[config.mk]
export PLATFORM = sky130hd
export DESIGN_NAME = instr_mem_loader_flat
export DESIGN_NICKNAME = d
export VERILOG_FILES = /design/src/rtl/instr_mem_loader_pkg.sv /design/src/rtl/instr_mem_loader_if.sv /design/src/rtl/instr_mem_loader_word_packer.sv /design/src/rtl/instr_mem_loader.sv /design/src/flat_wrapper.sv
export SDC_FILE = /design/constraint.sdc
export NUM_CORES = 1
export LEC_CHECK = 0
export CAP_MARGIN = 40
export CORE_ASPECT_RATIO = 0.9
export CORE_MARGIN = 2
export CORE_UTILIZATION = 47
export DETAILED_ROUTE_END_ITERATION = 10
export PLACE_DENSITY = 0.8
export SLEW_MARGIN = 5
export SYNTH_ARGS = -nofsm -noshare
export SYNTH_HDL_FRONTEND = slang
export SYNTH_SLANG_ARGS = --single-unit
[constraint.sdc]
create_clock -name clk_i -period 2.2 [get_ports clk_i]
set_clock_uncertainty 0.15 [all_clocks]
set_input_delay 0.33 -clock clk_i [delete_from_list [all_inputs] [get_ports clk_i]]
set_output_delay 0.33 -clock clk_i [all_outputs]
set_load 0.05 [all_outputs]
[src/rtl/instr_mem_loader_pkg.sv]
// Shared types and constants for the boot-time instruction memory loader.
// The CHECK state is only reached when LOADER_CHECKSUM_EN is defined.
package instr_loader_pkg;

  typedef enum logic [2:0] {
    IDLE,
    LOAD,
    WRITE,
    CHECK,
    DONE
  } loader_state_t;

  localparam int WORD_BYTES      = 4;
  localparam int WORD_ADDR_SHIFT = 2;

  function automatic logic [31:0] word_addr(input logic [31:0] idx);
    return idx << WORD_ADDR_SHIFT;
  endfunction

endpackage

[src/rtl/instr_mem_loader_if.sv]
// Bundle of the byte-stream handshake, memory write port and status lines.
// The master side feeds bytes; the slave side is the loader itself.
interface instr_mem_loader_if #(
  parameter int LEN_W = 8
);

  logic             start;
  logic [LEN_W-1:0] len_words;
  logic [7:0]       byte_data;
  logic             byte_valid;
  logic             byte_ready;
  logic             wr_en;
  logic [31:0]      wr_addr;
  logic [31:0]      wr_data;
  logic             busy;
  logic             done;
  logic             err;
  logic             cpu_hold;

  modport master (
    output start, len_words, byte_data, byte_valid,
    input  byte_ready, wr_en, wr_addr, wr_data, busy, done, err, cpu_hold
  );

  modport slave (
    input  start, len_words, byte_data, byte_valid,
    output byte_ready, wr_en, wr_addr, wr_data, busy, done, err, cpu_hold
  );

endinterface

[src/rtl/instr_mem_loader_word_packer.sv]
// Packs incoming bytes little-endian into a 32-bit word; byte 0 ends up in
// bits [7:0] after four shifts. word_full_o flags the fourth accepted byte.
module instr_word_packer
  import instr_loader_pkg::*;
(
  input  logic        clk_i,
  input  logic        rst_i,
  input  logic        clr_i,
  input  logic        shift_en_i,
  input  logic [7:0]  byte_i,
  output logic [31:0] word_o,
  output logic        word_full_o
);

  logic [31:0] word_q, word_d;
  logic [1:0]  byte_cnt_q, byte_cnt_d;

  always_ff @(posedge clk_i or posedge rst_i) begin
    if (rst_i) begin
      word_q     <= '0;
      byte_cnt_q <= '0;
    end else begin
      word_q     <= word_d;
      byte_cnt_q <= byte_cnt_d;
    end
  end

  // Shifting in from the top leaves the first byte in the lowest lane.
  always_comb begin
    word_d     = word_q;
    byte_cnt_d = byte_cnt_q;
    if (clr_i) begin
      word_d     = '0;
      byte_cnt_d = '0;
    end else if (shift_en_i) begin
      word_d     = {byte_i, word_q[31:8]};
      byte_cnt_d = byte_cnt_q + 2'd1;
    end
  end

  assign word_o      = word_q;
  assign word_full_o = shift_en_i && (byte_cnt_q == 2'(WORD_BYTES - 1));

endmodule

[src/rtl/instr_mem_loader.sv]
// Boot loader: streams bytes into instruction memory words and holds the CPU
// in reset until loading ends. Define LOADER_CHECKSUM_EN for a trailing check byte.
module instr_mem_loader
  import instr_loader_pkg::*;
#(
  parameter int DEPTH = 128,
  parameter int LEN_W = 8
) (
  input logic               clk_i,
  input logic               rst_i,
  instr_mem_loader_if.slave ldr_if
);

  loader_state_t    state_q, state_d;
  logic [LEN_W-1:0] len_q, len_d;
  logic [LEN_W-1:0] word_idx_q, word_idx_d;
  logic             cpu_hold_q, cpu_hold_d;
  logic             err_q, err_d;
  logic [31:0]      word;
  logic             word_full;
  logic             xfer;
  logic             shift_en;
  logic             pack_clr;
  logic             len_ok;
  logic             last_word;

  assign xfer      = ldr_if.byte_valid && ldr_if.byte_ready;
  assign shift_en  = (state_q == LOAD) && xfer;
  assign pack_clr  = (state_q == IDLE) || (state_q == WRITE);
  assign len_ok    = (ldr_if.len_words != '0) && (int'(ldr_if.len_words) <= DEPTH);
  assign last_word = (word_idx_q + LEN_W'(1)) == len_q;

  instr_word_packer u_packer (
    .clk_i       (clk_i),
    .rst_i       (rst_i),
    .clr_i       (pack_clr),
    .shift_en_i  (shift_en),
    .byte_i      (ldr_if.byte_data),
    .word_o      (word),
    .word_full_o (word_full)
  );

  always_ff @(posedge clk_i or posedge rst_i) begin
    if (rst_i) begin
      state_q    <= IDLE;
      len_q      <= '0;
      word_idx_q <= '0;
      cpu_hold_q <= 1'b1;
      err_q      <= 1'b0;
    end else begin
      state_q    <= state_d;
      len_q      <= len_d;
      word_idx_q <= word_idx_d;
      cpu_hold_q <= cpu_hold_d;
      err_q      <= err_d;
    end
  end

  // cpu_hold drops on entry to DONE so it falls together with the done pulse.
  always_comb begin
    state_d    = state_q;
    len_d      = len_q;
    word_idx_d = word_idx_q;
    cpu_hold_d = cpu_hold_q;
    err_d      = 1'b0;
    case (state_q)
      IDLE: begin
        if (ldr_if.start) begin
          if (len_ok) begin
            len_d      = ldr_if.len_words;
            word_idx_d = '0;
            cpu_hold_d = 1'b1;
            state_d    = LOAD;
          end else begin
            err_d = 1'b1;
          end
        end
      end
      LOAD: begin
        if (word_full) state_d = WRITE;
      end
      WRITE: begin
        word_idx_d = word_idx_q + LEN_W'(1);
        if (last_word) begin
`ifdef LOADER_CHECKSUM_EN
          state_d    = CHECK;
`else
          state_d    = DONE;
          cpu_hold_d = 1'b0;
`endif
        end else begin
          state_d = LOAD;
        end
      end
`ifdef LOADER_CHECKSUM_EN
      CHECK: begin
        if (xfer) begin
          state_d    = DONE;
          cpu_hold_d = 1'b0;
        end
      end
`endif
      DONE: state_d = IDLE;
      default: state_d = IDLE;
    endcase
  end

`ifdef LOADER_CHECKSUM_EN
  logic [7:0] sum_q, sum_d;
  logic       chk_fail_q, chk_fail_d;

  always_ff @(posedge clk_i or posedge rst_i) begin
    if (rst_i) begin
      sum_q      <= '0;
      chk_fail_q <= 1'b0;
    end else begin
      sum_q      <= sum_d;
      chk_fail_q <= chk_fail_d;
    end
  end

  // Running 8-bit sum of data bytes; the check byte must bring it to zero.
  always_comb begin
    sum_d      = sum_q;
    chk_fail_d = chk_fail_q;
    if (state_q == IDLE) begin
      sum_d      = '0;
      chk_fail_d = 1'b0;
    end else if (shift_en) begin
      sum_d = sum_q + ldr_if.byte_data;
    end else if ((state_q == CHECK) && xfer) begin
      chk_fail_d = (sum_q + ldr_if.byte_data) != 8'd0;
    end
  end

  assign ldr_if.err = err_q || ((state_q == DONE) && chk_fail_q);
`else
  assign ldr_if.err = err_q;
`endif

  assign ldr_if.byte_ready = (state_q == LOAD) || (state_q == CHECK);
  assign ldr_if.busy       = (state_q == LOAD) || (state_q == WRITE) || (state_q == CHECK);
  assign ldr_if.wr_en      = (state_q == WRITE);
  assign ldr_if.wr_addr    = ldr_if.wr_en ? word_addr(32'(word_idx_q)) : '0;
  assign ldr_if.wr_data    = ldr_if.wr_en ? word : '0;
  assign ldr_if.done       = (state_q == DONE);
  assign ldr_if.cpu_hold   = cpu_hold_q;

endmodule

[src/flat_wrapper.sv]
// flat-port wrapper written by rule: the top's interface ports become plain ports
module instr_mem_loader_flat import instr_loader_pkg::*;
#(
  parameter int DEPTH = 128,
  parameter int LEN_W = 8
)
  (clk_i, rst_i, ldr_if_start, ldr_if_len_words, ldr_if_byte_data, ldr_if_byte_valid, ldr_if_byte_ready, ldr_if_wr_en, ldr_if_wr_addr, ldr_if_wr_data, ldr_if_busy, ldr_if_done, ldr_if_err, ldr_if_cpu_hold);
  instr_mem_loader_if #(.LEN_W(LEN_W)) ldr_if_i ();
  input logic clk_i;
  input logic rst_i;
  input wire logic [$bits(ldr_if_i.start)-1:0] ldr_if_start;
  input wire logic [$bits(ldr_if_i.len_words)-1:0] ldr_if_len_words;
  input wire logic [$bits(ldr_if_i.byte_data)-1:0] ldr_if_byte_data;
  input wire logic [$bits(ldr_if_i.byte_valid)-1:0] ldr_if_byte_valid;
  output wire logic [$bits(ldr_if_i.byte_ready)-1:0] ldr_if_byte_ready;
  output wire logic [$bits(ldr_if_i.wr_en)-1:0] ldr_if_wr_en;
  output wire logic [$bits(ldr_if_i.wr_addr)-1:0] ldr_if_wr_addr;
  output wire logic [$bits(ldr_if_i.wr_data)-1:0] ldr_if_wr_data;
  output wire logic [$bits(ldr_if_i.busy)-1:0] ldr_if_busy;
  output wire logic [$bits(ldr_if_i.done)-1:0] ldr_if_done;
  output wire logic [$bits(ldr_if_i.err)-1:0] ldr_if_err;
  output wire logic [$bits(ldr_if_i.cpu_hold)-1:0] ldr_if_cpu_hold;
  assign ldr_if_i.start = ldr_if_start;
  assign ldr_if_i.len_words = ldr_if_len_words;
  assign ldr_if_i.byte_data = ldr_if_byte_data;
  assign ldr_if_i.byte_valid = ldr_if_byte_valid;
  assign ldr_if_byte_ready = ldr_if_i.byte_ready;
  assign ldr_if_wr_en = ldr_if_i.wr_en;
  assign ldr_if_wr_addr = ldr_if_i.wr_addr;
  assign ldr_if_wr_data = ldr_if_i.wr_data;
  assign ldr_if_busy = ldr_if_i.busy;
  assign ldr_if_done = ldr_if_i.done;
  assign ldr_if_err = ldr_if_i.err;
  assign ldr_if_cpu_hold = ldr_if_i.cpu_hold;
  instr_mem_loader #(.DEPTH(DEPTH), .LEN_W(LEN_W)) u_core (.clk_i(clk_i), .rst_i(rst_i), .ldr_if(ldr_if_i));
endmodule
==> run summary <==
CP endpoint kind: output port
Core Rows: 27
Largest net degree at the start of global routing: 63
Share of the synthesized area in the top cell type: 0.4472
Gr usage total: 0.2312
CP bufs+invs: 2
Vias: 2668
Core area: 6182 um2
Wire length per cell: 15.59 um
Post-layout util: 0.7013
Setup violations, final: 0
Pwr Density: 929.8 nW/um2
Min-Delay Path Class: input pin to register
Leak: 2.102 nW
Finished Layout Cells: 502
Root buffer cell: clkbuf_8
CP cell instances: nor2_4 -> buf_12 -> and3_1 -> buf_12
Status: finished, final reports clean
Post-synth EDFFs: 0
Critical path's slowest cell: dfrtp_2
Gate count of the mapped netlist: 350
H-tree level count: 2
Cell taking the most area after synthesis: dfrtp_1
CTS Hold Buffers Added: 0
Tot Pwr: 4.031 mW
Crit-path leading delay family: flip-flops
Max-cap violation count: 0
Netlist Area Pre-Place: 3022 um2
NetSw: 1.664 mW
Die Width: 88.52 um
Synth warn: 0
Number of vias per cell: 5.315
Critical Path Most Common Cell: buf_12
Largest fanout on the critical path: 63
Seq cells post-synth: 55
Cell Int Power: 2.367 mW
Power share of the clock group: 0.145
Sw frac: 0.4128
Top post-synthesis cells by area: dfrtp_1 (45%), nand2_1 (9.1%), and3_1 (8.5%)
Detailed Routing Iterations Pass 1: 4
Total negative slack: 0 ns
Final net count: 436
Worst Path Required: 1.72 ns
CTS Sinks: 55
DR iter-0 viols: 314
CTS Buf Count: 5
Final Wtd Congestion: 0.8813
Flop pwr share: 0.447
Die area: 7087 um2
Sequential fraction of the synthesis area: 0.4559
ANT cells: 0
Yosys cell types: 43
Detailed-route DRC error count: 0
First-pass GRT wire length: 12520 um
Final Max Slew Viols: 0
Initial antenna violation count: 0
Fin area: 4335 um2
Post-DP HPWL: 5345 um
Grt total ovfl: 0
Critical path class: register to output port
Share of layout cells above drive strength 1: 0.2313
Antenna-violating nets left: 0
Final min period: 2.146 ns
Height of the die: 80.07 um
Comb power frac: 0.408
IO Pins: 90
Ys async rst share: 1.000
Final Cycle Share: 0.9754
Placed Area: 4161 um2
CTS clock-pin slew for the worst setup and hold paths: 0.10 ns
Nature of the critical path startpoint: register
Initial Util: 0.4888
Synth Flop Type: dfrtp_1
Fmax achieved: 466.0 MHz
Count of final hold-check violations: 0
CTS tree: yes
Worst path max stage delay: 0.48 ns
Worst-Skew Late Latency: 0.31 ns
Worst VDD drop: 0.0006042 V
Worst EP arrival: 1.67 ns
Final WL: 7826 um
Syn Area/Cell: 8.633 um2
Placed insts: 492
IO buf count: 65
Area grow syn2layout: 43.48%
Vias in the first global route: 2446
Clock Path Buffers: 2
==> final timing paths <==
path | from | endpoint | slack (ns) | depth (start not counted)
max in group asynchronous | rst_i | u_core.ldr_if.cpu_hold$_DFFE_PP1P_ | 1.38 | 3
min reg2reg | u_core.ldr_if.cpu_hold$_DFFE_PP1P_ | u_core.ldr_if.cpu_hold$_DFFE_PP1P_ | 0.34 | 2
max | u_core.state_q[2]$_DFFE_PP0P_ | ldr_if_wr_data[14] | 0.05 | 4
min in group asynchronous | rst_i | u_core.u_packer.word_o[7]$_DFFE_PP0P_ | 0.23 | 3
min | ldr_if_len_words[5] | u_core.len_q[5]$_DFFE_PP0P_ | 0.14 | 2
max reg2reg | u_core.word_idx_q[5]$_DFFE_PP0P_ | u_core.ldr_if.cpu_hold$_DFFE_PP1P_ | 0.14 | 7
==> cell usage after synthesis, drive strengths merged, types with 2 or more instances <==
library cell	n
inv	7
nand2	73
nor4	3
clkbuf	21
xnor2	6
a21oi	35
a31oi	4
and3	41
nand3	16
and2	3
buf	27
ha	2
o21ai	5
nand2b	2
mux2	8
nor2b	3
dfrtp	54
nor2	18
o21bai	2
nand4	2
==> worst reg2reg max path, cell delays in order, from the launching register on <==
cell and delay [ns]:
dfrtp_1 0.55, nand4_1 0.23, o21bai_1 0.18, a22oi_1 0.10, nor4_2 0.35, buf_4 0.17, and3_1 0.20, o21ai_1 0.07
==> per-layer routing <==
layer,track usage,vias up,share of wire
met2,0.3602,122,0.49
met1,0.3240,1264,0.43
met5,0,-,0
met3,0.04008,11,0.057
met4,0.08485,0,0.023
li1,-,1271,-
==> area by class of cell <==
class | count | area, um2
clock inverter | 1 | 8.758
timing repair buffer | 81 | 1231
fill | 441 | 1847
inverter | 7 | 30.03
multi-input combinational | 264 | 1489
tap | 87 | 108.9
sequential | 55 | 1381
clock buffer | 7 | 86.33
==> state kept, by name, summed over array words and instances (netlist names) <==
name / count
u_core.word_idx_q: 8
u_core.u_packer.word_o: 32
u_core.ldr_if.cpu_hold: 1
u_core.u_packer.byte_cnt_q: 2
u_core.len_q: 8
u_core.ldr_if.err: 1
u_core.state_q: 3
==> layout by cell type, fill, tap and decap left out, drive strengths merged, types with 5 or more instances in the layout <==
cell type	instances
a21oi	35
and3	41
buf	61
clkbuf	7
clkdlybuf4s50	16
conb	24
dfrtp	54
inv	6
mux2	8
nand2	73
nand3	16
nor2	18
o21ai	5
xnor2	6
==> power groups by stage <==
stage	clock, mW	combinational, mW	sequential, mW
after floorplan	0	1.20	1.66
after global placement	0	1.51	1.76
after detailed placement	0	1.59	1.79
after CTS	0.590	1.60	1.78
after global routing	0.629	1.82	1.85
final	0.584	1.65	1.80
==> timing repair <==
action / in CTS / in global routing
buffers inserted: 1 / 0
resized for setup: 3 / 13
gates cloned: 0 / 1
hold endpoints to repair: 0 / 0
endpoints found under the setup margin: 17 / 14
pin swaps: 0 / 5
==> kinds of logic (layout without fill, tap and decap cells) <==
logic type / Yosys count / after routing / share of synthesized area
simple gates: 165 / 166 / 0.2745
compound gates: 57 / 57 / 0.1106
flops: 55 / 55 / 0.4559
buf+inv: 55 / 96 / 0.09938
mux: 8 / 8 / 0.02981
xor+xnor: 7 / 7 / 0.02029
fa+ha+maj: 2 / 2 / 0.008280
other cells: 1 / 24 / 0.001241
==> through the flow <==
step | hold WS, ns | setup WS [ns]
5_1_grt | 0.1362 | -0.002657
4_1_cts | 0.2438 | -0.02134
3_3_place_gp | 0.3127 | -0.3405
3_5_place_dp | 0.3298 | -0.4267
2_1_floorplan | 0.3027 | 0.05816
6_report | 0.1374 | 0.05401
Power figures use the tool's default switching activity.
